`config.mk`:
```
export PLATFORM = sky130hd
export DESIGN_NAME = matrix_host_sequencer
export DESIGN_NICKNAME = d
export VERILOG_FILES = /design/src/rtl/matrix_host_sequencer_pkg.sv /design/src/rtl/matrix_host_sequencer.sv
export SDC_FILE = /design/constraint.sdc
export NUM_CORES = 1
export LEC_CHECK = 0
export CORE_MARGIN = 2
export CORE_UTILIZATION = 45
export DETAILED_ROUTE_END_ITERATION = 16
export PLACE_DENSITY = 0.79
export RECOVER_POWER = 100
export SYNTH_ARGS = -nofsm -noshare
export SYNTH_HDL_FRONTEND = slang
export SYNTH_SLANG_ARGS = --single-unit
```
`constraint.sdc`:
```
create_clock -name clk -period 1.8 [get_ports clk]
set_input_delay 0.27 -clock clk [delete_from_list [all_inputs] [get_ports clk]]
set_output_delay 0.27 -clock clk [all_outputs]
set_load 0.05 [all_outputs]
```
`src/rtl/matrix_host_sequencer_pkg.sv`:
```
`default_nettype none
// ============================================================================
// Module   : matrix_host_sequencer_pkg
// Brief    : Shared types and default sizes for the matrix host sequencer.
// Revision : 1.0 - initial release
// ============================================================================
package matrix_host_sequencer_pkg;

  localparam int DATA_W  = 8;   // element width in bits
  localparam int ELEMS   = 4;   // elements per matrix (2x2)
  localparam int TIMEOUT = 64;  // cycles allowed in WAIT before giving up

  typedef enum logic [1:0] {
    SEQ_LOAD = 2'd0,
    SEQ_WAIT = 2'd1,
    SEQ_READ = 2'd2,
    SEQ_HOLD = 2'd3
  } seq_state_t;

endpackage
`default_nettype wire

```
`src/rtl/matrix_host_sequencer.sv`:
```
`default_nettype none
// ============================================================================
// Module   : matrix_host_sequencer
// Brief    : Host-side initiator for the matrix controller. Streams A then B
//            onto the load bus, waits for done, reads C back out onto a
//            valid/ready result stream. Sticky timeout if done never comes.
// Revision : 1.0 - initial release
// ============================================================================
module matrix_host_sequencer
  import matrix_host_sequencer_pkg::*;
#(
  parameter int DATA_W  = matrix_host_sequencer_pkg::DATA_W,
  parameter int ELEMS   = matrix_host_sequencer_pkg::ELEMS,
  parameter int TIMEOUT = matrix_host_sequencer_pkg::TIMEOUT
) (
  input  logic                      clk,
  input  logic                      rst,
  // operand stream in
  input  logic                      s_valid,
  input  logic [DATA_W-1:0]         s_data,
  output logic                      s_ready,
  // load bus to controller
  output logic                      load_en,
  output logic                      load_sel_ab,
  output logic [$clog2(ELEMS)-1:0]  load_index,
  output logic [DATA_W-1:0]         in_data,
  // completion and readout
  input  logic                      done,
  output logic                      output_en,
  output logic [$clog2(ELEMS)-1:0]  output_sel,
  input  logic [DATA_W-1:0]         out_data,
  // result stream out
  output logic                      m_valid,
  output logic [DATA_W-1:0]         m_data,
  input  logic                      m_ready,
  // status
  output logic                      busy,
  output logic                      timeout_err
);

  localparam int IDX_W = $clog2(ELEMS);
  localparam int LD_W  = IDX_W + 1;          // counts A then B: MSB selects matrix
  localparam int WT_W  = $clog2(TIMEOUT);

  localparam logic [LD_W-1:0]  LD_LAST = LD_W'(2 * ELEMS - 1);
  localparam logic [IDX_W-1:0] RD_LAST = IDX_W'(ELEMS - 1);
  localparam logic [WT_W-1:0]  WT_LAST = WT_W'(TIMEOUT - 1);

  seq_state_t        state_q, state_d;
  logic [LD_W-1:0]   ld_cnt_q, ld_cnt_d;
  logic [IDX_W-1:0]  rd_idx_q, rd_idx_d;
  logic [WT_W-1:0]   wait_cnt_q, wait_cnt_d;
  logic              timeout_err_q, timeout_err_d;

  logic              load_en_q;
  logic              load_sel_q;
  logic [IDX_W-1:0]  load_idx_q;
  logic [DATA_W-1:0] in_data_q;
  logic              m_valid_q;
  logic [DATA_W-1:0] m_data_q;

  logic              ld_hs;
  logic              m_hs;

  assign ld_hs = s_valid && (state_q == SEQ_LOAD);
  assign m_hs  = m_valid_q && m_ready;

  // State, counters and all registered outputs; rst discards everything in flight.
  always_ff @(posedge clk) begin
    if (rst) begin
      state_q       <= SEQ_LOAD;
      ld_cnt_q      <= '0;
      rd_idx_q      <= '0;
      wait_cnt_q    <= '0;
      timeout_err_q <= 1'b0;
      load_en_q     <= 1'b0;
      load_sel_q    <= 1'b0;
      load_idx_q    <= '0;
      in_data_q     <= '0;
      m_valid_q     <= 1'b0;
      m_data_q      <= '0;
    end else begin
      state_q       <= state_d;
      ld_cnt_q      <= ld_cnt_d;
      rd_idx_q      <= rd_idx_d;
      wait_cnt_q    <= wait_cnt_d;
      timeout_err_q <= timeout_err_d;
      // One load strobe per accepted byte, in the cycle after the handshake.
      load_en_q     <= ld_hs;
      if (ld_hs) begin
        load_sel_q <= ld_cnt_q[LD_W-1];
        load_idx_q <= ld_cnt_q[IDX_W-1:0];
        in_data_q  <= s_data;
      end
      // Capture C in READ; hold it untouched until the consumer takes it.
      if (state_q == SEQ_READ) begin
        m_valid_q <= 1'b1;
        m_data_q  <= out_data;
      end else if (m_hs) begin
        m_valid_q <= 1'b0;
      end
    end
  end

  // Next-state and counter update; done has priority over the timeout.
  always_comb begin
    state_d       = state_q;
    ld_cnt_d      = ld_cnt_q;
    rd_idx_d      = rd_idx_q;
    wait_cnt_d    = wait_cnt_q;
    timeout_err_d = timeout_err_q;
    case (state_q)
      SEQ_LOAD: begin
        if (ld_hs) begin
          if (ld_cnt_q == LD_LAST) begin
            ld_cnt_d = '0;
            state_d  = SEQ_WAIT;
          end else begin
            ld_cnt_d = ld_cnt_q + 1'b1;
          end
        end
      end
      SEQ_WAIT: begin
        if (done) begin
          wait_cnt_d = '0;
          state_d    = SEQ_READ;
        end else if (wait_cnt_q == WT_LAST) begin
          wait_cnt_d    = '0;
          timeout_err_d = 1'b1;
          state_d       = SEQ_LOAD;
        end else begin
          wait_cnt_d = wait_cnt_q + 1'b1;
        end
      end
      SEQ_READ: begin
        state_d = SEQ_HOLD;
      end
      SEQ_HOLD: begin
        if (m_hs) begin
          if (rd_idx_q == RD_LAST) begin
            rd_idx_d = '0;
            state_d  = SEQ_LOAD;
          end else begin
            rd_idx_d = rd_idx_q + 1'b1;
            state_d  = SEQ_READ;
          end
        end
      end
      default: begin
        state_d = SEQ_LOAD;
      end
    endcase
  end

  // State-decoded outputs; busy drops only when idle at the start of a load.
  always_comb begin
    s_ready    = (state_q == SEQ_LOAD);
    output_en  = (state_q == SEQ_READ);
    output_sel = (state_q == SEQ_READ) ? rd_idx_q : '0;
    busy       = !((state_q == SEQ_LOAD) && (ld_cnt_q == '0));
  end

  assign load_en     = load_en_q;
  assign load_sel_ab = load_sel_q;
  assign load_index  = load_idx_q;
  assign in_data     = in_data_q;
  assign m_valid     = m_valid_q;
  assign m_data      = m_data_q;
  assign timeout_err = timeout_err_q;

endmodule
`default_nettype wire

```
==> results.py, run 1 <==
metrics = {
    "synthesis": {
        "synth_top_area_share_pct": 47.9,
        "post-synth-top-area-cell": "dfxtp_1",
        "syn_avg_cell_area_um2": 8.04,
        "synth_edf_count": 0,
        "synthArstFlopShare_pct": 0,
        "synth_nets": 208,
        "ys_ff_latch": 35,
        "yosysWarnings": 0,
        "ys_top_cells_by_count": "nand2_1, dfxtp_1, a21oi_1",
        "netlist_instances": 182,
        "synth_top_cells_by_area": "dfxtp_1, nand2_1, a21oi_1",
        "synth_most_common_cell": "nand2_1",
        "synth_area_um2": 1460,
        "ys.flop_type": "dfxtp_1",
        "synth-seq-area-share_pct": 47.9,
        "yosysUniqueCellTypes": 28,
    },
    "pwr": {
        "p_sw_w": 0.000357,
        "seqPwrFrac_pct": 57.0,
        "clock_power_share_pct": 30.1,
        "power_density_nw_per_um2": 716,
        "power_w": 0.00140,
        "pwr-share-comb_pct": 12.9,
        "total_leakage_power_nw": 0.720,
        "ir_drop_mv": 0.483,
        "swShare_pct": 25.5,
        "power.internal_w": 0.00104,
    },
    "critical_path": {
        "path_delay_family": "buffers and inverters",
        "end_kind": "output pin",
        "worst-path-max-fanout": 2,
        "crit-reg2reg-capture": "wait_cnt_q[4]$_SDFFE_PP0P_",
        "path_buf_inv": 1,
        "path_class": "reg2out",
        "slowest_stage": "clkdlybuf4s50_1",
        "worst-r2r-cell-count": 4,
        "worstSetupStartpointType": "flip-flop",
        "cp.required_ns": 1.53,
        "crit-reg2reg-launch": "wait_cnt_q[0]$_SDFFE_PP0P_",
        "cpPeakStageDelay_ns": 0.80,
        "path_cells": "clkdlybuf4s50_1",
        "crit_cells": 1,
        "cp.arrival_ns": 1.47,
        "ff2ff_setup_slack_ns": 0.27,
    },
    "finish": {
        "finalInstanceArea_um2": 1960,
        "synthToLayoutAreaGrowth_pct": 33.8,
        "final_nets": 256,
        "final_cells": 274,
        "drive_above_1_share_pct": 9.57,
        "antenna_cells": 0,
    },
    "sta": {
        "period_share_pct": 96.5,
        "maxSlewViolCount": 0,
        "setup_violations": 0,
        "worst_slack_ns": 0.0635,
        "clock_skew_ns": 0.00488,
        "post-route-min-period_ns": 1.74,
        "tightest_slew_ns": 0.632,
        "relSlewSlack_pct": 57.9,
        "rsz0062_at_grt": "no",
        "fin_tns_setup_ns": 0,
        "finalHoldViolations": 0,
        "fmax_mhz": 576,
    },
    "place": {
        "gp_congestion": 0.760,
        "placed_cell_area_um2": 2020,
        "post-place-cells": 267,
        "post-place-ws_ns": 0.141,
        "numPortBuffers": 47,
        "dpl.hpwl_um": 2540,
    },
    "clocking": {
        "post-cts-setup-buffers": 0,
        "cts_buffer_depth": 2,
        "clock_latency_ns": 0.32,
        "cts_root_buf": "clkbuf_4",
        "clk_pin_slew_ns": 0.10,
        "cts-htree-levels": 2,
        "clkSinkCount": 35,
        "cts_made_buffers": 5,
        "cts_tree": "yes",
        "hold_buffers": 0,
    },
    "floorplanning": {
        "die_w_um": 61.0,
        "chipHeight_um": 61.0,
        "start_util_pct": 47.5,
        "core-area_um2": 3080,
        "dieArea_um2": 3720,
        "rows": 20,
        "num_io_pins": 48,
    },
    "global_routing": {
        "antenna_found_initial": 0,
        "grt_pass1_vias": 1304,
        "track_usage_pct": 20.7,
        "grt_max_degree": 16,
        "grt_pass1_wl_um": 5590,
        "grt_overflow": 0,
    },
    "detailed_routing": {
        "firstDrtPassIters": 4,
        "routed_wl_um": 3390,
        "viasPerCell": 5.11,
        "final_antenna_net_count": 0,
        "via_count": 1399,
        "first_iter_violations": 48,
        "wl_per_cell_um": 12.4,
        "drc": 0,
    },
    "hold_path": {
        "min_delay_worst_endpoint": "timeout_err$_SDFFE_PP0P_",
        "hold_start": "timeout_err$_SDFFE_PP0P_",
        "hold-path-cell-count": 2,
        "min_path_type": "reg2reg",
    },
    "flow_run": {
        "cap_violations": 0,
    },
    "status": {
        "status": "completed",
    },
}
-- placed cells by master (no fill, tap or decap) --
cell type / netlist / routed
nand2_1: 50 / 50
dfxtp_1: 35 / 33
a21oi_1: 29 / 29
clkdlybuf4s50_1: 0 / 24
clkbuf_1: 8 / 19
nor2_1: 7 / 6
inv_1: 5 / 5
o21ai_0: 5 / 5
ha_1: 5 / 5
clkbuf_4: 0 / 5
buf_4: 0 / 5
nand3b_1: 4 / 4
nand2b_1: 3 / 3
nand3_1: 3 / 3
or4_1: 3 / 3
buf_12: 0 / 3
and2_2: 0 / 2
nor3b_1: 2 / 2
or3_1: 2 / 2
a31oi_1: 2 / 2
mux2i_1: 2 / 2
a211oi_1: 2 / 2
dlygate4sd3_1: 0 / 2
inv_2: 1 / 1
nor2_2: 0 / 1
nor2b_1: 1 / 1
nand4bb_1: 1 / 1
o211ai_1: 1 / 1
or3b_1: 1 / 1
nand4_1: 1 / 1
o2111ai_1: 1 / 1
a311oi_1: 1 / 1
clkinv_2: 0 / 1
clkbuf_8: 0 / 1
clkbuf_2: 0 / 1
dfxtp_2: 0 / 1
dfxtp_4: 0 / 1
-- flip-flops by register name, summed over array words and instances (netlist names) --
name / cells
ld_cnt_q: 3
wait_cnt_q: 6
load_en: 1
rd_idx_q: 2
in_data: 8
m_data: 8
timeout_err: 1
state_q: 2
load_sel_ab: 1
load_index: 2
m_valid: 1
-- cell type report --
class | instances | area [µm²]
clock buffers | 6 | 51.3
clock inverters | 1 | 5.00
fillers | 287 | 1120
inverters | 6 | 22.5
multi-input cells | 128 | 683
flip-flops and latches | 35 | 706
well taps | 44 | 55.1
repair buffers | 54 | 434
-- cell families after synthesis --
logic type / Yosys count / synth area share, %
AOI/OAI and AO/OA: 41 / 15.2
DFF: 35 / 47.9
and+or+nand+nor: 80 / 25.5
muxes: 2 / 1.37
buffers and inverters: 19 / 5.73
adders and majority gates: 5 / 4.28
-- worst max path at each step --
stage / to / from
after floorplan: output_sel[0] / state_q[0]$_SDFFE_PP0P_
after global placement: ld_cnt_q[0]$_SDFFE_PP0P_ / s_valid
after detailed placement: ld_cnt_q[0]$_SDFFE_PP0P_ / s_valid
after CTS: m_data[7] / m_data[7]$_SDFFE_PP0P_
after global routing: in_data[4] / in_data[4]$_SDFFE_PP0P_
final: in_data[7] / in_data[7]$_SDFFE_PP0P_
-- power groups by stage --
stage	clock [W]	combinational (W)	sequential [W]
6_report	0.000421	0.000181	0.000798
5_1_grt	0.000471	0.000194	0.000801
4_1_cts	0.000435	0.000203	0.000800
3_5_place_dp	0	0.000202	0.000818
3_3_place_gp	0	0.000197	0.000817
2_1_floorplan	0	0.0000591	0.000861
-- metrics by stage --
step / utilization (%) / hold slack [ns]
5_1_grt: 63.6 / 0.467
4_1_cts: 67.5 / 0.454
3_3_place_gp: 65.6 / 0.433
6_report: 63.6 / 0.451
3_5_place_dp: 65.6 / 0.439
2_1_floorplan: - / 0.406
-- repair_timing --
item	CTS	global route
hold endpoints to repair	0	0
resized for setup	2	16
setup endpoints to repair	2	16
-- worst min-delay path, cell delays in order (launching register included) --
cell and delay [ns]:
dfxtp_1 0.32, inv_1 0.05, a21oi_1 0.05
-- routing by layer --
metal | track usage, % | vias up | part of all wire, %
li1 | - | 706 | -
met3 | 7.56 | 6 | 6.1
met1 | 22.8 | 645 | 41
met4 | 8.70 | 0 | 1.3
met2 | 35.9 | 42 | 51
met5 | 0 | - | 0
(Power assumes the default switching activity.)
==> run 2, diff against run 1 <==
--- a/config.mk
+++ b/config.mk
@@ -10,6 +10,7 @@
 export DETAILED_ROUTE_END_ITERATION = 16
 export PLACE_DENSITY = 0.79
 export RECOVER_POWER = 100
+export SLEW_MARGIN = 5
 export SYNTH_ARGS = -nofsm -noshare
 export SYNTH_HDL_FRONTEND = slang
 export SYNTH_SLANG_ARGS = --single-unit
==> results of run 2 <==
The final DEF is identical to that of run 1; final timing and power are the same.
